==> config.mk <==
export PLATFORM = sky130hd
export DESIGN_NAME = ram
export DESIGN_NICKNAME = d
export VERILOG_FILES = /design/src/rtl/ram.sv
export SDC_FILE = /design/constraint.sdc
export NUM_CORES = 2
export LEC_CHECK = 0
export BUFFER_PORTS_ARGS = -buffer_cell sky130_fd_sc_hd__buf_2
export CORE_UTILIZATION = 55
export CTS_CLUSTER_SIZE = 12
export DETAILED_ROUTE_END_ITERATION = 7
export GPL_TIMING_DRIVEN = 1
export PLACE_DENSITY = 0.81
export SLEW_MARGIN = 30
export SYNTH_ARGS = -nofsm -noshare
export SYNTH_HDL_FRONTEND = slang
export SYNTH_SLANG_ARGS = --single-unit
export TNS_END_PERCENT = 50
==> constraint.sdc <==
create_clock -name clk -period 2.3 [get_ports clk]
set_input_delay 0.69 -clock clk [delete_from_list [all_inputs] [get_ports clk]]
set_output_delay 0.69 -clock clk [all_outputs]
set_load 0.02 [all_outputs]
==> src/rtl/ram.sv <==
// ============================================================================
// Module      : ram
// Description : Single-port MEM_DEPTH x 8 synchronous RAM driven by 10-bit
//               command words {opcode[1:0], payload[7:0]} from an SPI slave.
//               Define RAM_MEM_CLEAR_EN to also zero MEM during reset.
// Revision    : 1.0 - initial release
// ============================================================================
`default_nettype none

module ram #(
  parameter int MEM_DEPTH = 256,
  parameter int ADDR_SIZE = 8
) (
  input  logic                 clk,
  input  logic                 rst_n,
  input  logic [ADDR_SIZE+1:0] din,
  input  logic                 rx_valid,
  output logic [ADDR_SIZE-1:0] dout,
  output logic                 tx_valid
);

  localparam logic [1:0] c_OP_SET_WR_ADDR = 2'b00;
  localparam logic [1:0] c_OP_WRITE_DATA  = 2'b01;
  localparam logic [1:0] c_OP_SET_RD_ADDR = 2'b10;
  localparam logic [1:0] c_OP_READ_DATA   = 2'b11;

  logic [ADDR_SIZE-1:0] MEM [0:MEM_DEPTH-1];
  logic [ADDR_SIZE-1:0] wr_addr;
  logic [ADDR_SIZE-1:0] rd_addr;

  wire [1:0]           w_opcode  = din[ADDR_SIZE+1:ADDR_SIZE];
  wire [ADDR_SIZE-1:0] w_payload = din[ADDR_SIZE-1:0];

  always_ff @(posedge clk) begin
    if (!rst_n) begin
      wr_addr  <= '0;
      rd_addr  <= '0;
      dout     <= '0;
      tx_valid <= 1'b0;
`ifdef RAM_MEM_CLEAR_EN
      for (int i = 0; i < MEM_DEPTH; i++) begin
        MEM[i] <= '0;
      end
`endif
    end else begin
      // tx_valid is a one-cycle strobe, re-asserted only by back-to-back reads
      tx_valid <= 1'b0;
      if (rx_valid) begin
        case (w_opcode)
          c_OP_SET_WR_ADDR: wr_addr <= w_payload;
          c_OP_WRITE_DATA:  MEM[wr_addr] <= w_payload;
          c_OP_SET_RD_ADDR: rd_addr <= w_payload;
          c_OP_READ_DATA: begin
            dout     <= MEM[rd_addr];
            tx_valid <= 1'b1;
          end
          default: ;
        endcase
      end
    end
  end

endmodule

`default_nettype wire

==> results.yml <==
status:
  outcome: "finished with violations"
  failed_checks: "DRC, setup timing"
yosys:
  yosysWarnings: 0
  synth_commonest_cells: "edfxtp_1, mux4_2, nor2_1"
  seq_area_frac_synth_pct: 76.12
  synth.avg_cell_area_sq_um: 20.81
  synth_area_leaders: "edfxtp_1, mux4_2, mux4_1, mux2i_1, nor2_1"
  synthArstFlopShare_pct: 0
  ys_types: 74
  ys_ff_latch: 2073
  yosysMostFrequentCell: "edfxtp_1"
  syn_nets: 3927
  syn-cell-area_sq_mm: 0.08145
  synth_edf_count: 2048
  synth-main-ff-cell: "edfxtp_1"
  yosysTopAreaCellShare_pct: 75.50
  yosysTopAreaCell: "edfxtp_1"
  synth_cells: 3914
clock_tree:
  cts.path.max_buffers: 3
  root_buffer: "clkbuf_16"
  clkTransAtPathRegs_ns: 0.06
  clock_sinks: 2073
  cts_inserted_buffers: 196
  clock_latency_ns: 0.87
  htree_levels: 4
  ctsHoldBuffers: 0
  cts_tree: "yes"
global_route:
  use_met2_pct: 49.11
  grt_max_degree: 77
  grt_remaining_overflow: 0
  busiest_layer: "met2"
  antenna_found_initial: 10
  first_global_vias: 47270
  grt_pass1_wl_um: 337500
  track_usage_pct: 31.78
  met3_usage_pct: 9.875
  met1_usage_pct: 39.82
detailed_routing:
  num_vias: 47320
  drt_pass1_iterations: 8
  viasPerCell: 6.999
  drt_iter0_markers: 8220
  wl_per_cell_um: 36.14
  postRouteAntennaNets: 0
  drc: 17
  drt-total-wl_um: 244300
place:
  place_hpwl_um: 143200
  dpl.cell_count: 6439
  port_buffers: 21
  placed_area_sq_mm: 0.09055
  dp_slack_ns: -1.016
  routabilityCongestion: 0.9729
die:
  die_x_um: 386.8
  rows: 140
  start_util_pct: 55.69
  coreArea_sq_mm: 0.1463
  fp.dieH_um: 386.8
  die_area_sq_mm: 0.1496
  io_pins: 22
timing:
  worstMarginPinSlew_ns: 0.8721
  final.setup_skew_ns: 0.03618
  rsz0062_at_grt: "yes"
  setup_viol: 9
  max_slew_margin_pct: 41.24
  fin_crit_sh_pct: 135.0
  max_freq_mhz: 322.1
  setup_ws_ns: -0.8046
  hold_viol: 0
  post-route-min-period_ns: 3.105
  drv_slew: 0
setup_path:
  worst_ep_arrival_time_ns: 3.86
  crit_fanout: 9
  worstPathRequired_ns: 3.06
  critPathSlowestCell: "mux4_1"
  cpPeakStageDelay_ns: 0.63
  cp-end-kind: "register"
  r2r-start: "rd_addr[0]"
  crit_start: "rd_addr[0]"
  startpoint_type: "register"
  path_cells: "buf_12 > buf_12 > buf_16 > buf_4 > mux4_1 > o22a_1 > o21ai_2 > nor4b_2 > buf_4 > a221o_1"
  critPathKind: "reg -> reg"
power_and_ir_drop:
  power.leakage_nw: 31.30
  p_switching_w: 0.01612
  power_frac_seq_pct: 55.8
  p_clk_share_pct: 39.8
  power.density_mw_per_mm2: 762.8
  ir_drop_v: 0.0006621
  p_comb_share_pct: 4.4
  power.total_w: 0.07446
  p_int_w: 0.05834
  swShare_pct: 21.65
final_layout:
  ff_latch_area_sq_mm: 0.06203
  nFillCells: 8162
  design_area_sq_mm: 0.09761
  final_cell_count_no_fill: 6761
  final_nets: 4781
  multi_input_area_sq_mm: 0.01863
  drive_gt1_share_pct: 34.55
  final_core_util_pct: 66.73
  syn_to_final_growth_pct: 19.84
run:
  maxCapViolations: 0
min_path:
  min_path_type: "in -> reg"
  worstHoldStart: "din[6]"
worst max-delay path: cells and delay by family, from the launching register on:
family / cells / cell delay, ns
DFF: 1 / 0.38
buffers and inverters: 5 / 0.81
muxes: 1 / 0.63
and+or+nand+nor: 1 / 0.11
AOI/OAI and AO/OA: 3 / 1.04
area by class of cell:
cell class | count | area share [%]
Multi-Input combinational cell | 1595 | 19.08
Antenna cell | 5 | 0.01282
Clock buffer | 238 | 5.261
Clock inverter | 31 | 0.3128
Timing Repair Buffer | 897 | 9.309
Sequential cell | 2073 | 63.54
Tap cell | 1917 | 2.457
Inverter | 5 | 0.02179
cell usage in the layout (no fill, tap or decap), types with 11 or more instances in the layout:
master,synthesis,final
mux2i_1,245,243
a211oi_1,21,13
mux4_1,112,100
o22ai_1,64,53
dfxtp_1,25,12
nand3_1,56,49
nand2_1,124,123
o21ai_0,28,18
nor2b_1,14,11
buf_2,38,13
buf_4,30,692
clkbuf_16,0,201
a22oi_1,53,43
clkinv_1,1,15
buf_16,0,13
nand4_1,15,15
a21oi_1,34,26
buf_6,29,12
nor3_1,30,26
nor2_2,0,62
edfxtp_1,2048,2048
o22ai_2,0,11
nor2_1,297,204
nor2_4,0,31
clkbuf_1,78,37
clkbuf_8,13,11
buf_12,11,147
o221ai_1,48,40
mux4_2,316,328
worst paths after layout:
check                                  end  slack [ns]  cells past startpoint
worst max-delay path               dout[0]       -0.80                     10
worst min-delay path            MEM[79][6]        0.30                      1
worst max register to register     dout[0]       -0.80                     10
worst min register to register     dout[6]        0.50                      2
through the flow:
step           TNS, ns  hold slack [ns]
6_report        -5.150           0.3028
5_1_grt         -4.949           0.2807
4_1_cts         -3.662           0.2725
3_5_place_dp   -308.96           0.4802
3_3_place_gp   -223.17           0.4707
2_1_floorplan   -20.34           0.4718
what timing repair did:
item                       CTS  global route
hold endpoints to repair     0             0
gates resized for setup    107           100
pin swaps                   10            30
cloned                       7             3
setup endpoints to repair   13           146
setup buffers                8            33
cells by family (layout without fill, tap and decap cells):
group / Yosys count / in the layout / synth area share (%)
mux: 678 / 678 / 15.43
simple gates: 586 / 586 / 3.131
compound gates: 331 / 331 / 2.949
buf+inv: 246 / 1171 / 2.372
flops: 2073 / 2073 / 76.12
other cells: 0 / 5 / 0
state kept, by name, indices dropped and copies added, names as in the netlist:
signal	cells
MEM	2048
dout	8
rd_addr	8
tx_valid	1
wr_addr	8
power groups by stage:
stage	clock [W]	sequential, W	combinational (W)
2_1_floorplan	0	0.0423	0.00126
3_3_place_gp	0	0.0423	0.00278
3_5_place_dp	0	0.0423	0.00288
4_1_cts	0.0293	0.0415	0.00305
5_1_grt	0.0308	0.0415	0.00333
6_report	0.0296	0.0415	0.00331
per-layer routing:
layer  part of all wire (%)  vias up
li1                       -    17990
met1                     31    23530
met2                     46     4699
met3                     15     1088
met4                    7.4       14
met5                  0.029        -
Power figures use the tool's default switching activity.
